$ cat src/rtl/sdram_test_pkg.sv
// Shared constants for the SDRAM memory tester: pattern selectors, FSM encodings
// and Galois LFSR feedback masks.
package sdram_test_pkg;

  localparam int PAT_ADDR  = 0;
  localparam int PAT_NADDR = 1;
  localparam int PAT_LFSR  = 2;

  localparam logic [1:0] ST_IDLE  = 2'd0;
  localparam logic [1:0] ST_WRITE = 2'd1;
  localparam logic [1:0] ST_READ  = 2'd2;
  localparam logic [1:0] ST_DRAIN = 2'd3;

  // Right-shifting Galois feedback masks of maximal-length polynomials.
  function automatic logic [31:0] lfsr_taps(input int width);
    case (width)
      8:       return 32'h0000_00B8;
      16:      return 32'h0000_B400;
      default: return 32'h8020_0003;
    endcase
  endfunction

endpackage

$ cat src/rtl/sdram_test_pattern_gen.sv
// Test-pattern source: address, inverted address, or a Galois LFSR that steps on
// advance_i and returns to the seed on reload_i.
module sdram_test_pattern_gen
  import sdram_test_pkg::*;
#(
  parameter int          ADDR_WIDTH = 22,
  parameter int          DATA_WIDTH = 16,
  parameter int          PATTERN    = 0,
  parameter logic [31:0] LFSR_SEED  = 32'd1
) (
  input  logic                  clk,
  input  logic                  reset,
  input  logic [ADDR_WIDTH-1:0] addr_i,
  input  logic                  advance_i,
  input  logic                  reload_i,
  output logic [DATA_WIDTH-1:0] data_o
);

  localparam logic [DATA_WIDTH-1:0] TAPS = DATA_WIDTH'(lfsr_taps(DATA_WIDTH));
  localparam logic [DATA_WIDTH-1:0] SEED = DATA_WIDTH'(LFSR_SEED);

  logic [DATA_WIDTH-1:0] lfsr_q, lfsr_d;
  logic [DATA_WIDTH-1:0] addr_ext;

  assign addr_ext = DATA_WIDTH'(addr_i);

  always_comb begin
    lfsr_d = lfsr_q;
    if (reload_i) begin
      lfsr_d = SEED;
    end else if (advance_i) begin
      lfsr_d = (lfsr_q >> 1) ^ (lfsr_q[0] ? TAPS : '0);
    end
  end

  always_ff @(posedge clk) begin
    if (reset) begin
      lfsr_q <= SEED;
    end else begin
      lfsr_q <= lfsr_d;
    end
  end

  always_comb begin
    case (PATTERN)
      PAT_ADDR:  data_o = addr_ext;
      PAT_NADDR: data_o = ~addr_ext;
      default:   data_o = lfsr_q;
    endcase
  end

endmodule

$ cat src/rtl/sdram_mem_tester.sv
// Avalon-MM traffic generator: writes a pattern over [START_ADDR..END_ADDR], reads it
// back with up to MAX_OUTSTANDING reads in flight and reports pass/fail plus the first error.
module sdram_mem_tester
  import sdram_test_pkg::*;
#(
  parameter int                    ADDR_WIDTH      = 22,
  parameter int                    DATA_WIDTH      = 16,
  parameter logic [ADDR_WIDTH-1:0] START_ADDR      = '0,
  parameter logic [ADDR_WIDTH-1:0] END_ADDR        = '1,
  parameter int                    PATTERN         = 0,
  parameter logic [31:0]           LFSR_SEED       = 32'd1,
  parameter int                    MAX_OUTSTANDING = 4
) (
  input  logic                    clk,
  input  logic                    reset,
  input  logic                    start,
  output logic [ADDR_WIDTH-1:0]   av_address,
  output logic                    av_write,
  output logic                    av_read,
  output logic [DATA_WIDTH-1:0]   av_writedata,
  output logic [DATA_WIDTH/8-1:0] av_byteenable,
  input  logic                    av_waitrequest,
  input  logic [DATA_WIDTH-1:0]   av_readdata,
  input  logic                    av_readdatavalid,
  output logic                    busy,
  output logic                    done,
  output logic                    pass,
  output logic                    fail,
  output logic [ADDR_WIDTH-1:0]   err_addr,
  output logic [DATA_WIDTH-1:0]   err_data,
  output logic [DATA_WIDTH-1:0]   err_expected
);

  // Pointers carry one spare bit so an all-ones END_ADDR can be passed without wrapping.
  localparam logic [ADDR_WIDTH:0] START_EXT = {1'b0, START_ADDR};
  localparam logic [ADDR_WIDTH:0] END_EXT   = {1'b0, END_ADDR};
  localparam logic [ADDR_WIDTH:0] PTR_ONE   = {{ADDR_WIDTH{1'b0}}, 1'b1};
  localparam logic [3:0]          MAX_OUT   = 4'(MAX_OUTSTANDING);

  logic [1:0]            state_q, state_d;
  logic [ADDR_WIDTH:0]   wr_ptr_q, wr_ptr_d;
  logic [ADDR_WIDTH:0]   rd_ptr_q, rd_ptr_d;
  logic [ADDR_WIDTH-1:0] chk_ptr_q, chk_ptr_d;
  logic [3:0]            outst_q, outst_d;
  logic                  hold_q, hold_d;
  logic                  busy_q, busy_d;
  logic                  done_q, done_d;
  logic                  pass_q, pass_d;
  logic                  fail_q, fail_d;
  logic [ADDR_WIDTH-1:0] err_addr_q, err_addr_d;
  logic [DATA_WIDTH-1:0] err_data_q, err_data_d;
  logic [DATA_WIDTH-1:0] err_exp_q, err_exp_d;

  logic [DATA_WIDTH-1:0] wr_data, chk_data;
  logic wr_acc, rd_acc, rsp_vld, mismatch, can_issue, start_go, wr_last;

  assign start_go  = (state_q == ST_IDLE) && start;
  assign wr_acc    = av_write && !av_waitrequest;
  assign rd_acc    = av_read && !av_waitrequest;
  assign wr_last   = wr_acc && (wr_ptr_q == END_EXT);
  // Responses only count while reads can be in flight; stray ones elsewhere are dropped.
  assign rsp_vld   = av_readdatavalid && (outst_q != 4'd0) &&
                     ((state_q == ST_READ) || (state_q == ST_DRAIN));
  assign mismatch  = rsp_vld && (av_readdata != chk_data);
  assign can_issue = !fail_q && (rd_ptr_q <= END_EXT) && (outst_q < MAX_OUT);

  assign av_write      = (state_q == ST_WRITE);
  assign av_read       = (state_q == ST_READ) && (hold_q || can_issue);
  assign av_address    = av_write ? wr_ptr_q[ADDR_WIDTH-1:0] :
                         av_read  ? rd_ptr_q[ADDR_WIDTH-1:0] : '0;
  assign av_writedata  = av_write ? wr_data : '0;
  assign av_byteenable = (av_write || av_read) ? '1 : '0;

  assign busy         = busy_q;
  assign done         = done_q;
  assign pass         = pass_q;
  assign fail         = fail_q;
  assign err_addr     = err_addr_q;
  assign err_data     = err_data_q;
  assign err_expected = err_exp_q;

  sdram_test_pattern_gen #(
    .ADDR_WIDTH(ADDR_WIDTH), .DATA_WIDTH(DATA_WIDTH),
    .PATTERN(PATTERN), .LFSR_SEED(LFSR_SEED)
  ) u_issue_gen (
    .clk(clk), .reset(reset), .addr_i(wr_ptr_q[ADDR_WIDTH-1:0]),
    .advance_i(wr_acc), .reload_i(start_go), .data_o(wr_data)
  );

  sdram_test_pattern_gen #(
    .ADDR_WIDTH(ADDR_WIDTH), .DATA_WIDTH(DATA_WIDTH),
    .PATTERN(PATTERN), .LFSR_SEED(LFSR_SEED)
  ) u_check_gen (
    .clk(clk), .reset(reset), .addr_i(chk_ptr_q),
    .advance_i(rsp_vld), .reload_i(wr_last), .data_o(chk_data)
  );

  always_comb begin
    state_d    = state_q;
    wr_ptr_d   = wr_ptr_q;
    rd_ptr_d   = rd_ptr_q;
    chk_ptr_d  = chk_ptr_q;
    busy_d     = busy_q;
    done_d     = 1'b0;
    pass_d     = pass_q;
    fail_d     = fail_q;
    err_addr_d = err_addr_q;
    err_data_d = err_data_q;
    err_exp_d  = err_exp_q;
    hold_d     = av_read && av_waitrequest;
    outst_d    = outst_q + {3'b000, rd_acc} - {3'b000, rsp_vld};

    if (rsp_vld) begin
      chk_ptr_d = chk_ptr_q + 1'b1;
      if (mismatch && !fail_q) begin
        fail_d     = 1'b1;
        err_addr_d = chk_ptr_q;
        err_data_d = av_readdata;
        err_exp_d  = chk_data;
      end
    end

    case (state_q)
      ST_IDLE: begin
        if (start) begin
          busy_d     = 1'b1;
          pass_d     = 1'b0;
          fail_d     = 1'b0;
          err_addr_d = '0;
          err_data_d = '0;
          err_exp_d  = '0;
          wr_ptr_d   = START_EXT;
          state_d    = ST_WRITE;
        end
      end
      ST_WRITE: begin
        if (wr_acc) begin
          wr_ptr_d = wr_ptr_q + PTR_ONE;
          if (wr_last) begin
            rd_ptr_d  = START_EXT;
            chk_ptr_d = START_ADDR;
            state_d   = ST_READ;
          end
        end
      end
      ST_READ: begin
        if (rd_acc) begin
          rd_ptr_d = rd_ptr_q + PTR_ONE;
        end
        // A stalled read must complete its handshake before issuing stops.
        if (!(av_read && av_waitrequest) && ((rd_ptr_d > END_EXT) || fail_d)) begin
          state_d = ST_DRAIN;
        end
      end
      default: begin
        if (outst_q == 4'd0) begin
          done_d  = 1'b1;
          busy_d  = 1'b0;
          pass_d  = !fail_q;
          state_d = ST_IDLE;
        end
      end
    endcase
  end

  always_ff @(posedge clk) begin
    if (reset) begin
      state_q    <= ST_IDLE;
      wr_ptr_q   <= '0;
      rd_ptr_q   <= '0;
      chk_ptr_q  <= '0;
      outst_q    <= '0;
      hold_q     <= 1'b0;
      busy_q     <= 1'b0;
      done_q     <= 1'b0;
      pass_q     <= 1'b0;
      fail_q     <= 1'b0;
      err_addr_q <= '0;
      err_data_q <= '0;
      err_exp_q  <= '0;
    end else begin
      state_q    <= state_d;
      wr_ptr_q   <= wr_ptr_d;
      rd_ptr_q   <= rd_ptr_d;
      chk_ptr_q  <= chk_ptr_d;
      outst_q    <= outst_d;
      hold_q     <= hold_d;
      busy_q     <= busy_d;
      done_q     <= done_d;
      pass_q     <= pass_d;
      fail_q     <= fail_d;
      err_addr_q <= err_addr_d;
      err_data_q <= err_data_d;
      err_exp_q  <= err_exp_d;
    end
  end

endmodule

$ cat config.mk
export PLATFORM = sky130hd
export DESIGN_NAME = sdram_mem_tester
export DESIGN_NICKNAME = d
export VERILOG_FILES = /design/src/rtl/sdram_test_pkg.sv /design/src/rtl/sdram_test_pattern_gen.sv /design/src/rtl/sdram_mem_tester.sv
export SDC_FILE = /design/constraint.sdc
export NUM_CORES = 1
export LEC_CHECK = 0
export CELL_PAD_IN_SITES_DETAIL_PLACEMENT = 0
export CELL_PAD_IN_SITES_GLOBAL_PLACEMENT = 2
export CORE_UTILIZATION = 29
export CTS_BUF_LIST = sky130_fd_sc_hd__clkbuf_8
export DETAILED_ROUTE_END_ITERATION = 10
export PLACE_DENSITY_LB_ADDON = 0.1
export SYNTH_ARGS = -nofsm -noshare
export SYNTH_HDL_FRONTEND = slang
export SYNTH_SLANG_ARGS = --single-unit
export TNS_END_PERCENT = 10
$ cat constraint.sdc
create_clock -name clk -period 2.8 [get_ports clk]
set_input_delay 0.42 -clock clk [delete_from_list [all_inputs] [get_ports clk]]
set_output_delay 0.42 -clock clk [all_outputs]
set_load 0.005 [all_outputs]
### Yosys cells after proc, flatten, opt, wreduce, memory -nomap -nowiden

Index checks and enable logic that the tools add are counted.

| storage, ports and cells | value |
|---|---|
| register bits | 133 |
| latch bits | 0 |
| bits in writable memories | 0 |
| ROM bits | 0 |
| bits of input ports | 21 |
| word-level logic and storage cells | 108 |
| memories | 0 |

| cells by class | value |
|---|---|
| add/sub/neg operators | 5 |
| $mul | 0 |
| div/mod/pow operators | 0 |
| order comparisons | 3 |
| equality and inequality tests | 9 |
| shift-type cells | 0 |
| multiplexer cells | 45 |
| bitwise gates (word level) | 1 |
| reduce and logical (&&, ||, !) cells | 32 |

Operators with widths:

| operator | number |
|---|---|
| 2-to-1 mux 22 bit | 10 |
| 2-to-1 mux 16 bit | 9 |
| 2-to-1 mux 23 bit | 6 |
| one-hot mux 23 bit (2 select lines) | 2 |
| adder 23 x 1 -> 23 bit (second input constant) | 2 |
| == test 23 x 22 -> 1 bit (second input constant) | 1 |
| greater-than comparator 23 x 22 -> 1 bit (second input constant) | 1 |
| less-or-equal comparator 23 x 22 -> 1 bit (second input constant) | 1 |
| adder 22 x 1 -> 22 bit (second input constant) | 1 |
| != test 16 bit | 1 |
| logical AND 1 bit | 12 |
| 2-to-1 mux 2 bit | 6 |
| 2-to-1 mux 1 bit | 9 |
| AND reduction 3 bit | 3 |
| nonzero test 4 bit | 2 |
| != test 2 x 1 -> 1 bit (second input constant) | 3 |
| one-hot mux 2 bit (3 select lines) | 1 |
| nonzero test 2 bit | 3 |
| AND reduction 5 bit | 1 |
| adder 4 x 1 -> 4 bit | 1 |
| == test 2 bit (second input constant) | 2 |
| zero test 4 bit | 1 |
| logical OR 1 bit | 4 |
| < comparator 4 x 3 -> 1 bit (second input constant) | 1 |
| other kinds (9) | 12 |

### Logic depth before layout (Yosys ltp)

Gate-level depths: netlist (run 1).

| depth | value |
|---|---|
| word-level depth | 13 |
| gate-level depth with buffers | 15 |
| depth with buffers taken out | 15 |

### By module

A second synthesis (run 1) with hierarchy kept.

| unflattened totals | value |
|---|---|
| cells, all modules | 814 |
| area, all modules | 6834.1 sq um |

Modules (own cells, without submodules):

| module | times used | cells an instance | area each (sq um) | seq. area each (sq um) |
|---|---|---|---|---|
| sdram_mem_tester | 1 | 782 | 6593.8 | 2662.6 |
| sdram_test_pattern_gen | 2 | 16 | 120.1 | 0.0 |

### Worst setup path before layout (run 1)

OpenSTA, ideal clock, no wires.

| timing path | value |
|---|---|
| path kind | register to register |
| from | register rd_ptr_q[9] |
| to | register outst_q[2] |
| arrival time | 2685 ps |
| slack | -13 ps |
| cell stages (with the launch flop) | 15 |
| buffers on the path | 1 |
| period minus slack after synthesis | 2813 ps |
| path through | dfxtp_1 -> clkbuf_1 -> nand3_1 -> nor4_1 -> nand3b_1 -> nand2_1 -> clkinv_1 -> nand2_1 -> ha_1 -> inv_1 -> ha_1 -> inv_1 -> fa_1 -> xor2_1 -> nor2_1 |

| between the ends | value |
|---|---|
| word-level cells in the longest chain between the ends | 8 |

Ends and longest elaborated chain:

| element | RTL line | text |
|---|---|---|
| start: declaration | sdram_mem_tester.sv:42 | `logic [ADDR_WIDTH:0] rd_ptr_q, rd_ptr_d;` |
| start signal: assignment | sdram_mem_tester.sv:184 | `rd_ptr_q <= rd_ptr_d;` |
| less-or-equal comparator 23 x 22 -> 1 bit | sdram_mem_tester.sv:65 | `assign can_issue = !fail_q && (rd_ptr_q <= END_EXT) && (outst_q < MAX_OUT);` |
| logical AND 1 bit (2 in a row) | sdram_mem_tester.sv:65 |  |
| logical OR 1 bit | sdram_mem_tester.sv:68 | `assign av_read = (state_q == ST_READ) && (hold_q \|\| can_issue);` |
| logical AND 1 bit | sdram_mem_tester.sv:68 |  |
| via av_read | sdram_mem_tester.sv:19 | `output logic av_read,` |
| logical AND 1 bit | sdram_mem_tester.sv:59 | `assign rd_acc = av_read && !av_waitrequest;` |
| adder 4 x 1 -> 4 bit | sdram_mem_tester.sv:111 | `outst_d = outst_q + {3'b000, rd_acc} - {3'b000, rsp_vld};` |
| subtractor 4 x 1 -> 4 bit | sdram_mem_tester.sv:111 |  |
| end signal: assignment | sdram_mem_tester.sv:186 | `outst_q <= outst_d;` |
| end: declaration | sdram_mem_tester.sv:44 | `logic [3:0] outst_q, outst_d;` |

The timed path passes the listed nets, and every way through them passes these cells.
A chain may end at the register's enable or synchronous reset.

### Worst setup path after layout (run 1)

| timing path | value |
|---|---|
| from | register rd_ptr_q[15] |
| to | output av_byteenable[1] |

| between the ends | value |
|---|---|
| word-level cells in the longest chain between the ends | 7 |

Ends and longest elaborated chain:

| element | RTL line | text |
|---|---|---|
| less-or-equal comparator 23 x 22 -> 1 bit | sdram_mem_tester.sv:65 |  |
| logical AND 1 bit (2 in a row) | sdram_mem_tester.sv:65 |  |
| logical OR 1 bit | sdram_mem_tester.sv:68 |  |
| logical AND 1 bit | sdram_mem_tester.sv:68 |  |
| logical OR 1 bit | sdram_mem_tester.sv:72 | `assign av_byteenable = (av_write \|\| av_read) ? '1 : '0;` |
| 2-to-1 mux 2 bit | sdram_mem_tester.sv:72 |  |
| end: declaration | sdram_mem_tester.sv:21 | `output logic [DATA_WIDTH/8-1:0] av_byteenable,` |

No other way between the ends.

==> results of run 1 <==
critical path: stages (launching register included):
cell and delay, ns:
dfxtp_2 0.34, nand4_1 0.19, nor4_2 0.37, nand3b_1 0.22, nand2_2 0.14, buf_6 0.14
buf_12 0.14, nand2_1 0.08, dlygate4sd2_1 0.28
metal layers:
metal  track usage  part of all wire
met5             0                 0
met1        0.2702              0.51
met3       0.03675             0.033
met2        0.2779              0.45
met4       0.05300             0.012
cells by family after synthesis:
| group | count (synthesis) | share of synthesized area |
|---|---|---|
| AOI/OAI and AO/OA | 106 | 0.1048 |
| xor gates and xnor gates | 56 | 0.07579 |
| adders and majority gates | 13 | 0.02629 |
| buffers and inverters | 62 | 0.03867 |
| DFF | 133 | 0.4114 |
| muxes | 57 | 0.08817 |
| and+or+nand+nor | 327 | 0.2548 |
power by group through the flow:
stage	logic (mW)	clock network (mW)	registers [mW]
finish	1.60	1.70	1.98
detailed placement	1.35	0	2.03
floorplan	0.759	0	2.02
CTS	1.55	1.76	1.98
global route	1.73	1.84	2.00
global placement	1.34	0	2.02
worst max-delay path by stage:
| stage | end |
|---|---|
| 3_3_place_gp | state_q[0]$_SDFFE_PP0P_ |
| 3_5_place_dp | av_address[3] |
| 4_1_cts | rd_ptr_q[7]$_SDFFE_PP0P_ |
| 5_1_grt | av_address[14] |
| 6_report | av_byteenable[1] |
| 2_1_floorplan | outst_q[2]$_SDFF_PP0_ |
registers in the layout, indices dropped and copies added, names as in the netlist:
register      flops
rd_ptr_q         23
err_expected     16
wr_ptr_q         23
outst_q           4
state_q           2
fail              1
hold_q            1
chk_ptr_q        22
err_addr         22
busy              1
pass              1
done              1
err_data         16
cells in the final DEF (no fill, tap or decap), drive strengths merged, types with 15 or more instances in the layout:
| master | synthesis | final |
|---|---|---|
| nand2 | 59 | 59 |
| clkbuf | 34 | 23 |
| nand3 | 17 | 17 |
| and2 | 19 | 19 |
| xor2 | 43 | 43 |
| clkdlybuf4s15 | 0 | 15 |
| a21o | 17 | 17 |
| o21ai | 27 | 27 |
| mux2i | 57 | 57 |
| nand4 | 28 | 28 |
| a21oi | 31 | 31 |
| inv | 17 | 26 |
| buf | 10 | 92 |
| nor2 | 118 | 119 |
| clkdlybuf4s50 | 0 | 95 |
| dfxtp | 133 | 133 |
metrics by stage:
| step | cell area (um2) | hold WS, ns | power [mW] |
|---|---|---|---|
| 2_1_floorplan | 6477 | 0.4578 | 2.777 |
| 3_3_place_gp | 8411 | 0.4713 | 3.366 |
| 3_5_place_dp | 8411 | 0.4836 | 3.378 |
| 4_1_cts | 9034 | 0.4954 | 5.288 |
| 5_1_grt | 9080 | 0.5263 | 5.563 |
| 6_report | 9080 | 0.4877 | 5.279 |
layout make-up:
type	instances	area [um2]
Clock buffer	17	234.0
Fill cell	2189	12740
Timing Repair Buffer	212	1931
Clock inverter	15	170.2
Multi-Input combinational cell	560	3657
Tap cell	280	350.3
Sequential cell	133	2670
Inverter	18	67.56
what timing repair did:
item	in CTS	in global routing
cloned	0	2
setup buffers	16	6
pin swaps	16	20
setup endpoints to repair	25	46
gates resized for setup	63	38
hold buffers	0	0
==> metrics.txt, run 1 <==
CTS sink cnt=133; Overflow after GRT=0; proportion of layout cells with a drive suffix above 1=0.1717; Lkg Pwr=3.364 nW; RSZ-0062 raised after global routing=yes; WP data required=2.38 ns; I/O pin cnt=121; global-route wire length before repair=32450 um; H-tree level count=4; GP Congestion=0.8022; max capacitance violation total=0; Final Skew=0.02024 ns; Synth Warn #=0; crit path launch=rd_ptr_q[15]$_SDFFE_PP0P_; Clock Power Share=0.322; R2R cell count=18; R2R Path End=rd_ptr_q[7]$_SDFFE_PP0P_; worst setup margin=0.03845 ns; core area=21820 um2; crit path time final=2.762 ns; CP Class=reg2out; DRT antenna net count=0; Num CTS Buffers=17; largest net degree at the start of global routing=56; GRT Util Overall=0.1869; CTS max path bufs=2; routed vias=6073; WL final=20960 um; flop and latch count out of synthesis=133; Layout Nets=976; CTS tree=done; Crit path arrival time=2.34 ns; dpl cells=1183; P&R area growth vs syn=40.31%; DRC Markers=0; chip width=151.4 um; crit path max fanout=15; Async S/R FF share, synth=0; initial drt markers=373; Comb power frac=0.302; post-DP HPWL=15280 um; initial antenna violation count=0; Slew Limit Fails=0; Achievable Freq=362.1 MHz; Worst setup SP type=flop; share of the synthesized area in the top cell type=0.4114; largest area contributor in the netlist=dfxtp_1; vias in the first global route=5777; clock slew at reported path FFs=0.08 ns; hold crit path type=reg2reg; Setup TNS=0 ns; Reg power frac=0.376; Netlist cell types=53; post-layout util=0.4161; actual slew at the worst max-slew pin=0.6023 ns; Post-Syn Nets=788; Tcrit/Tclk final=0.9863; worst hold stages=2; non-filler cells, final=1235; First-pass DRT Iterations=4; Worst setup EP type=output port; Die ar.=22920 um2; Initial Utilization=0.2965; Worst slew margin=0.5984; Final Hold Fails=0; status=finished clean; Die Y=151.4 um; Sw Share=0.3453; quantity of I/O buffers inserted on ports=120; synth cell count leaders=dfxtp_1, nor2_1, nand2_1; FP Rows=54; internal power=3.456 mW; Avg Cell Area, Syn=8.583 um2; P per Cell Area=581.4 nW/um2; worst reg2reg setup slack=0.06 ns; WL/cell=16.97 um; worst flop-to-flop path startpoint=outst_q[3]$_SDFF_PP0_; clk root buf=clkbuf_8; Max VDD drop=355.2 uV; Clock Latency Late Sink=0.45 ns; Sw Pwr=1.823 mW; Vias/cell=4.917; sequential share of the synthesized area=0.4114; hold endpoint=chk_ptr_q[21]$_SDFF_PP0_; Setup violations, final=0; number of synthesized flops with an enable pin=0; most common cell in the netlist=dfxtp_1; Area contributors post-synth=dfxtp_1, mux2i_1, nor2_1; Cell Area, Synth=6471 um2; hold path startpoint=chk_ptr_q[21]$_SDFF_PP0_; Main synth FF type=dfxtp_1; Setup WS pre-CTS=-0.2284 ns; number of diodes=0; Post-Synthesis Cells=754
Note: power is estimated with default switching activity, not from simulation.
==> run 2, diff against run 1 <==
--- a/config.mk
+++ b/config.mk
@@ -7,7 +7,7 @@
 export LEC_CHECK = 0
 export CELL_PAD_IN_SITES_DETAIL_PLACEMENT = 0
 export CELL_PAD_IN_SITES_GLOBAL_PLACEMENT = 2
-export CORE_UTILIZATION = 29
+export CORE_UTILIZATION = 35
 export CTS_BUF_LIST = sky130_fd_sc_hd__clkbuf_8
 export DETAILED_ROUTE_END_ITERATION = 10
 export PLACE_DENSITY_LB_ADDON = 0.1
==> constraint.sdc (replaced) <==
create_clock -name clk -period 3.2 [get_ports clk]
set_input_delay 0.48 -clock clk [delete_from_list [all_inputs] [get_ports clk]]
set_output_delay 0.48 -clock clk [all_outputs]
set_load 0.005 [all_outputs]
==> metrics.txt, run 2 (same netlist as run 1, synthesis figures left out) <==
status=finished clean; DRT antenna net count=0 (unchanged); I/O pin cnt=121 (unchanged); initial antenna violation count=0 (unchanged); GP Congestion=0.8289 (+3.3%); Crit path arrival time=2.65 ns (+0.31 ns); crit path time final=3.128 ns; WL/cell=16.83 um (-0.81%); Worst setup SP type=flop; crit path max fanout=16 (+1); Lkg Pwr=3.085 nW (-8.3%); Setup TNS=0 ns (unchanged); post-DP HPWL=14010 um (-8.3%); Initial Utilization=0.3590 (+0.06249); P per Cell Area=514.2 nW/um2 (-12%); routed vias=6004 (-1.1%); First-pass DRT Iterations=5 (+1); Achievable Freq=319.7 MHz; CTS sink cnt=133 (unchanged); number of diodes=0 (unchanged); P&R area growth vs syn=33.66%; FP Rows=49 (-9.3%); GRT Util Overall=0.2056 (+0.01861); commonest non-fill, non-tap cell in the layout=dfxtp_1; clock slew at reported path FFs=0.09 ns (about the same); Tcrit/Tclk final=0.9774; Cell Area, Placed=8093 um2 (-3.8%); global-route wire length before repair=29890 um (-7.9%); Hold Slack=0.4973 ns (+0.009618 ns); WL final=19090 um (-8.9%); quantity of I/O buffers inserted on ports=120 (unchanged); actual slew at the worst max-slew pin=0.5986 ns (-0.003785 ns); non-filler cells, final=1134 (-8.2%); overall power=4.448 mW (-16%); proportion of layout cells with a drive suffix above 1=0.1116 (-0.06013); Final Skew=0.01110 ns (-0.009138 ns); chip width=138.0 um (-8.9%); Num CTS Buffers=17 (unchanged); CTS max path bufs=2 (unchanged); Layout Nets=926 (-5.1%); Final Hold Fails=0 (unchanged); Max VDD drop=324.9 uV (-8.5%); hold crit path type=reg2reg; CTS tree=done; worst setup margin=0.07245 ns (+0.03401 ns); clk root buf=clkbuf_8; WP data required=2.72 ns (+0.34 ns); Overflow after GRT=0 (unchanged); core area=18020 um2 (-17%); Worst slew margin=0.5973 (-0.001156); Die ar.=19040 um2 (-17%); Top Registers=rd_ptr_q: 23 flops, wr_ptr_q: 23 flops; initial drt markers=392 (+5.1%); Slew Limit Fails=0 (unchanged); Die Y=138.0 um (-8.9%); most frequent cells in the layout=dfxtp_1, clkdlybuf4s50_1, nor2_1, nand2_1, mux2i_1; design area=8650 um2 (-4.7%); vias in the first global route=5553 (-3.9%); largest net degree at the start of global routing=56 (unchanged); Setup WS pre-CTS=0.09034 ns (+0.3188 ns); Clock Latency Late Sink=0.45 ns (about the same); DRC Markers=0 (unchanged); Worst setup EP type=output port; Setup violations, final=0 (unchanged); CP Class=reg2out; dpl cells=1099 (-7.1%); max capacitance violation total=0 (unchanged); H-tree level count=4 (unchanged); post-layout util=0.4799 (+0.06380); Vias/cell=5.295 (+7.7%)
## run 2: cell count changes in the layout (fill, tap and decap cells not counted), moves of 3 or more
| cell | before | now |
|---|---|---|
| clkdlybuf4s50_1 | 95 | 120 |
| clkdlybuf4s15_1 | 15 | 0 |
| nand2_1 | 53 | 57 |
| dlygate4sd2_1 | 4 | 0 |
| nand2_2 | 6 | 1 |
| buf_4 | 76 | 40 |
| dfxtp_4 | 0 | 3 |
| inv_2 | 4 | 1 |
| buf_6 | 13 | 1 |
| clkbuf_2 | 5 | 0 |
## run 2: cell type report
cell class                 instances  area [um2]
fill                            1771        9375
multi-input combinational        559        3622
sequential                       133        2680
inverter                          18       70.07
tap                              229       286.5
clock inverter                    14       190.2
clock buffer                      18       247.7
timing repair buffer             163        1553
## run 2: what timing repair did
item,CTS,global route
hold buffers,0,0
resized for setup,11,16
setup buffers,0,3
endpoints found under the hold margin,0,0
endpoints found under the setup margin,25,25
pin swaps,0,6
## run 2: metal layers
| layer | up-vias | global-route usage | share of wire |
|---|---|---|---|
| met5 | - | 0 | 0 |
| met4 | 0 | 0.06401 | 0.012 |
| met3 | 18 | 0.04094 | 0.047 |
| met2 | 156 | 0.3056 | 0.45 |
| met1 | 2907 | 0.2956 | 0.49 |
| li1 | 2923 | - | - |
## run 2: critical path: stages, from the launching register on
cell	delay [ns]
dfxtp_4	0.36
nand4_1	0.18
nor4_4	0.31
buf_4	0.17
nand3b_1	0.18
nand2_4	0.17
nor2_4	0.06
buf_12	0.14
a21o_1	0.18
clkdlybuf4s50_1	0.45
## run 2: worst paths after layout
path,cells after the start,start,slack (ns),end
worst max-delay path,9,rd_ptr_q[15]$_SDFFE_PP0P_,0.07,av_address[6]
worst min register to register,2,err_addr[8]$_SDFF_PP0_,0.50,err_addr[8]$_SDFF_PP0_
worst min-delay path,2,err_addr[8]$_SDFF_PP0_,0.50,err_addr[8]$_SDFF_PP0_
worst max register to register,10,state_q[1]$_SDFFE_PP0P_,0.48,rd_ptr_q[21]$_SDFFE_PP0P_
## run 2: report_power, final
group,total [mW],internal [mW],switching [mW],leakage [nW]
Combinational,1.14,0.440,0.698,1.79
Sequential,1.73,1.70,0.0375,1.08
Clock,1.58,0.818,0.757,0.219
==> run 3, diff against run 2 <==
--- a/config.mk
+++ b/config.mk
@@ -8,8 +8,9 @@
 export CELL_PAD_IN_SITES_DETAIL_PLACEMENT = 0
 export CELL_PAD_IN_SITES_GLOBAL_PLACEMENT = 2
 export CORE_UTILIZATION = 35
-export CTS_BUF_LIST = sky130_fd_sc_hd__clkbuf_8
+export CTS_BUF_LIST = sky130_fd_sc_hd__clkbuf_4
 export DETAILED_ROUTE_END_ITERATION = 10
+export MAX_ROUTING_LAYER = met4
 export PLACE_DENSITY_LB_ADDON = 0.1
 export SYNTH_ARGS = -nofsm -noshare
 export SYNTH_HDL_FRONTEND = slang
==> metrics.txt, run 3 (same netlist as run 1, synthesis figures left out) <==
GR peak layer=met2; hold crit path type=reg2reg; DRT antenna net count=0 (unchanged); global-route wire length before repair=29810 um (-0.25%); Overflow after GRT=0 (unchanged); P per Cell Area=481.2 nW/um2 (-6.4%); WL final=19090 um (about the same); Slew Limit Fails=0 (unchanged); Worst slew margin=0.5861 (-0.01123); initial antenna violation count=1 (+1); GR Util met1=0.2962 (+0.0005855); design area=8628 um2 (-0.25%); H-tree level count=4 (unchanged); Die Y=138.0 um (unchanged); Initial Utilization=0.3590 (unchanged); Worst setup SP type=flop; clock slew at reported path FFs=0.13 ns (+0.04 ns); Top Registers=rd_ptr_q: 23 flops, wr_ptr_q: 23 flops; WL/cell=16.74 um (-0.54%); Achievable Freq=319.1 MHz (-0.19%); Final Skew=0.01460 ns (+0.003495 ns); commonest non-fill, non-tap cell in the layout=dfxtp_1; crit path max fanout=14 (-2); max capacitance violation total=0 (unchanged); grt met2 use=0.2997 (-0.005833); CTS sink cnt=133 (unchanged); most frequent cells in the layout=dfxtp_1, nor2_1, clkdlybuf4s50_1, nand2_1, mux2i_1; Cell Area, Placed=8093 um2 (unchanged); DRC Markers=0 (unchanged); Layout Nets=931 (+0.54%); FP Rows=49 (unchanged); WP data required=2.72 ns (about the same); Die ar.=19040 um2 (unchanged); status=finished clean; CTS max path bufs=2 (unchanged); actual slew at the worst max-slew pin=0.6152 ns (+0.01669 ns); initial drt markers=464 (+18%); proportion of layout cells with a drive suffix above 1=0.1198 (+0.008178); Crit path arrival time=2.65 ns (about the same); core area=18020 um2 (unchanged); Vias/cell=5.252 (-0.81%); RSZ-0062 raised after global routing=yes; Lkg Pwr=3.463 nW (+12%); quantity of I/O buffers inserted on ports=120 (unchanged); CP Class=reg2out; Max VDD drop=324.5 uV (-0.14%); crit path time final=3.133 ns (+0.005856 ns); largest net degree at the start of global routing=56 (unchanged); routed vias=5987 (-0.28%); vias in the first global route=5590 (+0.67%); Worst setup EP type=output port; met3 GRT Util=0.04459 (+0.003655); Num CTS Buffers=17 (unchanged); Setup TNS=0 ns (unchanged); I/O pin cnt=121 (unchanged); P&R area growth vs syn=33.33%; worst reg2reg setup slack=0.46 ns (-0.02 ns); post-DP HPWL=14010 um (unchanged); GP Congestion=0.8415 (+1.5%); Setup violations, final=0 (unchanged); Clock Latency Late Sink=0.55 ns (+0.10 ns); clk root buf=clkbuf_4; CTS tree=done; Final Hold Fails=0 (unchanged); GRT Util Overall=0.2111 (+0.005509); First-pass DRT Iterations=7 (+2); chip width=138.0 um (unchanged); Tcrit/Tclk final=0.9792 (+0.001830)
## run 3: worst paths after layout
kind | startpoint | endpoint | cells after the start
worst max-delay path | rd_ptr_q[15]$_SDFFE_PP0P_ | av_byteenable[0] | 8
worst min-delay path | err_addr[16]$_SDFF_PP0_ | err_addr[16]$_SDFF_PP0_ | 2
worst max register to register | state_q[1]$_SDFFE_PP0P_ | rd_ptr_q[21]$_SDFFE_PP0P_ | 10
worst min register to register | err_addr[16]$_SDFF_PP0_ | err_addr[16]$_SDFF_PP0_ | 2
## run 3: layer usage
layer	vias to the layer above	routed length, um	part of all wire
li1	2928	-	-
met1	2885	9501	0.50
met2	151	8419	0.44
met3	23	873	0.046
met4	0	293	0.015
met5	-	0	0
## run 3: area by class of cell
cell class	instances	area, um2
Fill cell	1774	9397
Multi-Input combinational cell	559	3608
Sequential cell	133	2695
Timing Repair Buffer	168	1644
Tap cell	229	286.5
Clock inverter	15	193.9
Clock buffer	17	127.6
Inverter	18	70.07
Antenna cell	1	2.502
## run 3: repair_timing
item / 4_1_cts / 5_1_grt
endpoints found under the setup margin: 25 / 24
cloned: 0 / 0
buffers inserted: 7 / 1
pin swaps: 5 / 3
hold buffers: 0 / 0
gates resized for setup: 29 / 27
## run 3: report_power, final
part	switching (mW)	total (mW)	internal [mW]
registers	0.0373	1.73	1.70
logic	0.698	1.13	0.436
clock network	0.719	1.28	0.565
## run 3: stage by stage
step | setup slack (ns) | power (mW) | util | hold slack [ns] | cells
floorplan | 0.3873 | 2.430 | - | 0.4578 | 754
global placement | 0.1931 | 2.850 | 0.4490 | 0.4727 | 1099
detailed placement | 0.09034 | 2.860 | 0.4490 | 0.4803 | 1099
CTS | 0.005507 | 4.194 | 0.4747 | 0.5080 | 1138
global route | -0.1332 | 4.387 | 0.4787 | 0.5264 | 1140
finish | 0.06660 | 4.152 | 0.4787 | 0.5073 | 1140
## run 3: critical path, stage by stage, from the launching register on
cell	delay, ns
dfxtp_4	0.37
nand4_1	0.12
nor4_2	0.34
buf_4	0.17
nand3b_1	0.15
nand2_2	0.21
buf_6	0.19
nand2_1	0.11
clkdlybuf4s50_1	0.46
